`config.mk`:
```
export PLATFORM = sky130hd
export DESIGN_NAME = btn_debounce_flat
export DESIGN_NICKNAME = d
export VERILOG_FILES = /design/src/rtl/btn_debounce_if.sv /design/src/rtl/btn_debounce.sv /design/src/flat_wrapper.sv
export SDC_FILE = /design/constraint.sdc
export NUM_CORES = 1
export LEC_CHECK = 0
export ABC_AREA = 0
export BUFFER_PORTS_ARGS = -buffer_cell sky130_fd_sc_hd__buf_2
export CAP_MARGIN = 20
export CORE_AREA = 2 2 152 154
export CTS_BUF_LIST = sky130_fd_sc_hd__clkbuf_4 sky130_fd_sc_hd__clkbuf_8
export DETAILED_ROUTE_END_ITERATION = 16
export DIE_AREA = 0 0 154 156
export SYNTH_ARGS = -nofsm -noshare
export SYNTH_HDL_FRONTEND = slang
export SYNTH_SLANG_ARGS = --single-unit
```
`constraint.sdc`:
```
create_clock -name clk_25mhz -period 2.35 [get_ports clk_25mhz]
set_input_delay 0.47 -clock clk_25mhz [delete_from_list [all_inputs] [get_ports clk_25mhz]]
set_output_delay 0.47 -clock clk_25mhz [all_outputs]
set_load 0.02 [all_outputs]
```
`src/rtl/btn_debounce_if.sv`:
```
// Button bus between the ULX3S pads and the debounce stage.
// master: pad/stimulus side, slave: the debouncer.
interface btn_debounce_if #(
  parameter int WIDTH = 7
);
  logic [WIDTH-1:0] btn;
  logic [WIDTH-1:0] btn_level;
  logic [WIDTH-1:0] btn_press;
  logic [WIDTH-1:0] btn_release;

  modport master (output btn, input btn_level, btn_press, btn_release);
  modport slave  (input btn, output btn_level, btn_press, btn_release);
endinterface

```
`src/rtl/btn_debounce.sv`:
```
// btn_debounce: per-channel sync, polarity fix-up, debounce and press/release
// strobes for the ULX3S buttons.
// Optional auto-repeat on btn_press: define BTN_DEBOUNCE_REPEAT_EN.
module btn_debounce #(
  parameter int               WIDTH          = 7,
  parameter logic [WIDTH-1:0] INV_MASK       = WIDTH'(1),
  parameter int               DEBOUNCE_TICKS = 250000,
  parameter int               CNT_W          = 18,
  parameter int               REPEAT_DELAY   = 12500000,
  parameter int               REPEAT_PERIOD  = 2500000
) (
  input  logic           clk_25mhz,
  input  logic           rst_n,
  btn_debounce_if.slave  bus
);

  // Reject configurations the counters cannot represent.
  if (DEBOUNCE_TICKS < 2 || (2 ** CNT_W) <= DEBOUNCE_TICKS ||
      REPEAT_PERIOD < 1 || REPEAT_PERIOD > REPEAT_DELAY) begin : g_bad_cfg
    $error("btn_debounce: illegal parameter combination");
  end

  logic [WIDTH-1:0] s1, s2;
  logic [WIDTH-1:0] lvl_v, prs_v, rel_v;

  // Two-flop synchroniser; active-low pads are flipped before the first flop.
  always_ff @(posedge clk_25mhz or negedge rst_n) begin
    if (!rst_n) begin
      s1 <= '0;
      s2 <= '0;
    end else begin
      s1 <= bus.btn ^ INV_MASK;
      s2 <= s1;
    end
  end

  for (genvar gi = 0; gi < WIDTH; gi++) begin : g_lane
    logic [CNT_W-1:0] cnt;
    logic             lvl, prs, rel;
    logic             accept;
    logic             rpt;

    // Last cycle of an unbroken mismatch window: the new level is taken.
    assign accept = (s2[gi] != lvl) && (cnt == CNT_W'(DEBOUNCE_TICKS - 1));

    // Stability counter, accepted level and one-cycle edge strobes.
    always_ff @(posedge clk_25mhz or negedge rst_n) begin
      if (!rst_n) begin
        cnt <= '0;
        lvl <= 1'b0;
        prs <= 1'b0;
        rel <= 1'b0;
      end else begin
        prs <= rpt;
        rel <= 1'b0;
        if (s2[gi] == lvl) begin
          cnt <= '0;
        end else if (accept) begin
          lvl <= ~lvl;
          cnt <= '0;
          prs <= ~lvl;
          rel <= lvl;
        end else begin
          cnt <= cnt + CNT_W'(1);
        end
      end
    end

`ifdef BTN_DEBOUNCE_REPEAT_EN
    localparam int HC_W = $clog2(REPEAT_DELAY + 1);
    logic [HC_W-1:0] hc;

    // Hold timer: runs while pressed; after the first repeat it is rewound so
    // later repeats land every REPEAT_PERIOD cycles.
    always_ff @(posedge clk_25mhz or negedge rst_n) begin
      if (!rst_n) begin
        hc <= '0;
      end else if (!lvl || accept) begin
        hc <= '0;
      end else if (hc == HC_W'(REPEAT_DELAY - 1)) begin
        hc <= HC_W'(REPEAT_DELAY - REPEAT_PERIOD);
      end else begin
        hc <= hc + HC_W'(1);
      end
    end

    // No repeat in the cycle the release is accepted.
    assign rpt = lvl && !accept && (hc == HC_W'(REPEAT_DELAY - 1));
`else
    assign rpt = 1'b0;
`endif

    assign lvl_v[gi] = lvl;
    assign prs_v[gi] = prs;
    assign rel_v[gi] = rel;
  end

  assign bus.btn_level   = lvl_v;
  assign bus.btn_press   = prs_v;
  assign bus.btn_release = rel_v;

endmodule
```
`src/flat_wrapper.sv`:
```
// flat-port wrapper written by rule: the top's interface ports become plain ports
module btn_debounce_flat 
#(
  parameter int               WIDTH          = 7,
  parameter logic [WIDTH-1:0] INV_MASK       = WIDTH'(1),
  parameter int               DEBOUNCE_TICKS = 250000,
  parameter int               CNT_W          = 18,
  parameter int               REPEAT_DELAY   = 12500000,
  parameter int               REPEAT_PERIOD  = 2500000
)
  (clk_25mhz, rst_n, bus_btn, bus_btn_level, bus_btn_press, bus_btn_release);
  btn_debounce_if #(.WIDTH(WIDTH)) bus_i ();
  input  logic clk_25mhz;
  input  logic rst_n;
  input wire logic [$bits(bus_i.btn)-1:0] bus_btn;
  output wire logic [$bits(bus_i.btn_level)-1:0] bus_btn_level;
  output wire logic [$bits(bus_i.btn_press)-1:0] bus_btn_press;
  output wire logic [$bits(bus_i.btn_release)-1:0] bus_btn_release;
  assign bus_i.btn = bus_btn;
  assign bus_btn_level = bus_i.btn_level;
  assign bus_btn_press = bus_i.btn_press;
  assign bus_btn_release = bus_i.btn_release;
  btn_debounce #(.WIDTH(WIDTH), .INV_MASK(INV_MASK), .DEBOUNCE_TICKS(DEBOUNCE_TICKS), .CNT_W(CNT_W), .REPEAT_DELAY(REPEAT_DELAY), .REPEAT_PERIOD(REPEAT_PERIOD)) u_core (.clk_25mhz(clk_25mhz), .rst_n(rst_n), .bus(bus_i));
endmodule
```
## Word level (Yosys, flattened, before mapping)

Index checks and enable logic that the tools add are counted.

- Add/subtract/negate cells: 7
- Eq/ne operators: 21
- Mux-type cells: 42
- Bitwise gates (word level): 15
- Reduce and logical (&&, ||, !) cells: 14

Operator list:

| operator | count |
|---|---|
| $mux 18 | 14 |
| $add 18x1->18 const B | 7 |
| $eq 18x18->1 const B | 7 |
| $mux 1 | 28 |
| $not 1->1 | 15 |
| $reduce_and 2->1 | 7 |
| $eq 1x1->1 | 7 |
| $logic_and 1x1->1 | 7 |
| $ne 1x1->1 | 7 |

- Register bits after elaboration: 161
- Input bits: 9
- Output and inout port bits: 21
- Word-level logic and storage cells: 129

## Depth between registers and ports, before layout

- Word-level depth: 4
- Depth in mapped cells: 6
- Mapped depth without buffers: 5

## Least setup slack after synthesis

OpenSTA, ideal clock, no wires.

- Path kind: reg-to-reg
- Start: register u_core.g_lane[6].cnt[5]
- End: register u_core.g_lane[6].lvl
- Library setup time: 125 ps
- Arrival time: 1747 ps
- Data required time: 2225 ps
- Path slack: 478 ps
- Stages on the path, launching flop included: 5
- Buffers on the path: 0
- Clock period less this slack: 1872 ps
- Cell sequence: dfrtp_1 > nor4_1 > nand4_1 > or4_4 > mux2_4

- Word-level cells in the longest chain between the ends: 3

RTL lines:

| element | line | source |
|---|---|---|
| from (decl) | btn_debounce.sv:38 | `logic [CNT_W-1:0] cnt;` |
| from (signal assigned) | btn_debounce.sv:64 | `cnt <= cnt + CNT_W'(1);` |
| $eq 18x18->1 | btn_debounce.sv:44 | `assign accept = (s2[gi] != lvl) && (cnt == CNT_W'(DEBOUNCE_TICKS - 1));` |
| $logic_and 1x1->1 | btn_debounce.sv:44 |  |
| $reduce_and 2->1 (no line) | -- |  |
| to (signal assigned) | btn_debounce.sv:59 | `lvl <= ~lvl;` |
| to (decl) | btn_debounce.sv:39 | `logic lvl, prs, rel;` |

Every way passes these cells.
A chain may end at the register's enable or synchronous reset.

## Worst setup path after layout

- Start: register u_core.g_lane[4].cnt[0]
- End: register u_core.g_lane[4].lvl

- Word-level cells in the longest chain between the ends: 3

RTL lines:

| element | line |
|---|---|
| from (decl) | btn_debounce.sv:38 |
| from (signal assigned) | btn_debounce.sv:64 |
| $eq 18x18->1 | btn_debounce.sv:44 |
| $logic_and 1x1->1 | btn_debounce.sv:44 |
| $reduce_and 2->1 (no line) | -- |
| to (signal assigned) | btn_debounce.sv:59 |
| to (decl) | btn_debounce.sv:39 |

Every way passes these cells.

==> results.sh <==
export IMPL_status="complete, no violations"
export IMPL_p_leak_nw=3.525
export IMPL_grt_first_pass_wirelength_um=23920
export IMPL_place_ws_ns=0.3429
export IMPL_routed_via_density=4.943
export IMPL_fin_skew_ns=0.01157
export IMPL_first_global_vias=5099
export IMPL_post_place_cells=1026
export IMPL_dieArea_um2=24020
export IMPL_drc=0
export IMPL_io_pins=30
export IMPL_hold_viol_final=0
export IMPL_path_class="register to register"
export IMPL_arrival_ns=2.36
export IMPL_required_ns=2.70
export IMPL_routed_top_layer="met4"
export IMPL_die_w_um=154
export IMPL_clk_pin_slew_worst_paths_ns=0.09
export IMPL_wl_met2_um=6108
export IMPL_powerDensity_nw_per_um2=589.8
export IMPL_worstPathMaxFanout=7
export IMPL_crit_path_start_kind="register"
export IMPL_fmax_mhz=496.7
export IMPL_grt_util_all_layers_pct=12.07
export IMPL_clock_tree_root_cell="clkbuf_8"
export IMPL_crit_slowest_cell="or4_4"
export IMPL_post_route_period_util_pct=85.68
export IMPL_cp_slowest_stage_delay_ns=0.62
export IMPL_ys_warn_count=0
export IMPL_cp_end_kind="register"
export IMPL_synthesis_instances=728
export IMPL_chipHeight_um=156
export IMPL_area_growth_pct=11.15
export IMPL_setup_violations=0
export IMPL_netlist_area_um2=7674
export IMPL_p_seq_share_pct=56.6
export IMPL_synth_async_reset_ratio_pct=100.0
export IMPL_drv_cap=0
export IMPL_seq_area_frac_synth_pct=52.50
export IMPL_wl_met1_um=6870
export IMPL_start_util_pct=34.31
export IMPL_drt_pass1_iterations=4
export IMPL_drv_slew=0
export IMPL_layout_setup_ws_ns=0.3365
export IMPL_antenna_cells=0
export IMPL_synth_main_ff_cell="dfrtp_1"
export IMPL_clk_latency_ns=0.45
export IMPL_internal_power_mw=3.851
export IMPL_cts_tree="yes"
export IMPL_avgRoutedWirePerCell_um=12.70
export IMPL_core_area_um2=22370
export IMPL_layout_common_cells="161 x dfrtp_1, 125 x nor2_1, 65 x xnor2_1"
export IMPL_path_cells="ha_1 -> nand4_1 -> or4_4 -> mux2_2"
export IMPL_finalNetCount=777
export IMPL_p_sw_share_pct=23.45
export IMPL_post_route_min_period_ns=2.013
export IMPL_wirelength_um=13450
export IMPL_peakVddDrop_uv=323.0
export IMPL_drive_above_1_share_pct=13.70
export IMPL_antenna_found_initial=0
export IMPL_finalPower_mw=5.031
export IMPL_grt_overflow=0
export IMPL_p_comb_share_pct=3.7
export IMPL_synth_fp_nets=744
export IMPL_syn_area_per_cell_um2=10.54
export IMPL_rsz0062_at_grt="no"
export IMPL_layout_commonest_cell="dfrtp_1"
export IMPL_fin_cells=1059
export IMPL_clockBufferDepth=2
export IMPL_antenna_left=0
export IMPL_htree_levels=4
export IMPL_drt_first_iter_violations=183
export IMPL_tightest_slew_ns=0.5468
export IMPL_worstHoldPathType="primary input to register"
export IMPL_slew_headroom_pct=63.55
export IMPL_net_switching_power_mw=1.180
export IMPL_path_delay_family="simple AND/OR/NAND/NOR gates"
export IMPL_path_buf_inv=0
export IMPL_synth_cell_types=40
export IMPL_place_gp_congestion=0.7827
export IMPL_synth_edf_count=0
export IMPL_row_count=55
export IMPL_clock_sinks=161
export IMPL_port_buffer_count=29
export IMPL_vias=5235
export IMPL_wl_met3_um=325
export IMPL_grt_start_max_net_pins=57
export IMPL_yosys_register_bits=161
export IMPL_dp_hpwl_um=9155
export IMPL_power_share_clock_pct=39.7
export IMPL_fin_setup_tns_ns=0
export IMPL_holdWs_ns=0.1171
export IMPL_cts_made_buffers=17
final timing paths:
check | from | to | slack, ns | cells past startpoint
max | u_core.g_lane[4].cnt[0] | u_core.g_lane[4].lvl | 0.34 | 4
min | bus_btn[1] | u_core.s1[1] | 0.12 | 1
max reg2reg | u_core.g_lane[4].cnt[0] | u_core.g_lane[4].lvl | 0.34 | 4
min reg2reg | u_core.s1[3] | u_core.s2[3] | 0.35 | 0
max in group asynchronous | rst_n | u_core.g_lane[4].cnt[5] | 1.12 | 3
min in group asynchronous | rst_n | u_core.s2[3] | 0.56 | 2
power by group through the flow:
stage          clock, mW  combinational, mW  sequential (mW)
2_1_floorplan          0             0.0841             2.90
3_3_place_gp           0              0.193             2.90
3_5_place_dp           0              0.193             2.90
4_1_cts             2.09              0.195             2.85
5_1_grt             2.20              0.216             2.86
6_report            2.00              0.186             2.85
flip-flops by register name, indices dropped and copies added (netlist names):
register,cells
u_core.g_lane.cnt,126
u_core.g_lane.lvl,7
u_core.g_lane.prs,7
u_core.g_lane.rel,7
u_core.s1,7
u_core.s2,7
layout make-up:
cell class | count | area, µm²
multi-input cells | 518 | 3369
clock inverters | 9 | 95.09
flip-flops and latches | 161 | 4029
well taps | 285 | 356.6
repair buffers | 49 | 329.1
clock buffers | 23 | 297.8
inverters | 14 | 52.55
fillers | 2163 | 13840
cells by family (layout without fill, tap and decap cells):
kind of cell             after synthesis  in the layout  synth area share, %
AND/OR/NAND/NOR                      366            366                25.45
flip-flops                           161            161                52.50
XOR/XNOR                             107            107                12.21
AO/OA/AOI/OAI                         31             31                4.027
multiplexers                           7              7                1.076
buffers and inverters                 49             95                3.587
adder cells (fa/ha/maj)                7              7                1.141
cell usage after synthesis (5+ instances only):
library cell | count | area (µm²)
nand3_1 | 41 | 205.2
and3_1 | 10 | 62.56
o31ai_1 | 7 | 52.55
ha_1 | 7 | 87.58
nor3_1 | 22 | 110.1
and4_1 | 12 | 105.1
nand2_1 | 30 | 112.6
or4_4 | 5 | 56.30
dfrtp_1 | 161 | 4029
nor4_1 | 25 | 156.4
nor2_1 | 125 | 469.2
inv_1 | 14 | 52.55
buf_2 | 9 | 45.04
mux2_2 | 6 | 67.56
or3_1 | 6 | 37.54
xnor2_1 | 65 | 569.3
or4_1 | 10 | 75.07
a21oi_1 | 12 | 60.06
nor3b_1 | 14 | 105.1
nand4_1 | 41 | 256.5
buf_4 | 21 | 157.7
xor2_1 | 42 | 367.9
routing by layer:
layer  up-vias  global-route usage [%]
li1       2619                       -
met1      2561                   16.15
met2        44                   18.90
met3        11                   3.278
met4         0                   4.272
met5         -                       0
stage by stage:
stage	util (%)	cell area, µm²
6_report	38.14	8529
5_1_grt	38.14	8529
3_5_place_dp	36.34	8127
4_1_cts	38.14	8529
3_3_place_gp	36.34	8127
2_1_floorplan	-	7674
worst register-to-register path, stage by stage (launching register included):
cell,delay [ns]
dfrtp_1,0.41
ha_1,0.24
nand4_1,0.35
or4_4,0.62
mux2_2,0.28
what timing repair did:
action                    4_1_cts  5_1_grt
hold endpoints to repair       53        0
gates resized for setup         0        0
hold buffers                    1        0
setup buffers                   0        0
(Power assumes the default switching activity.)
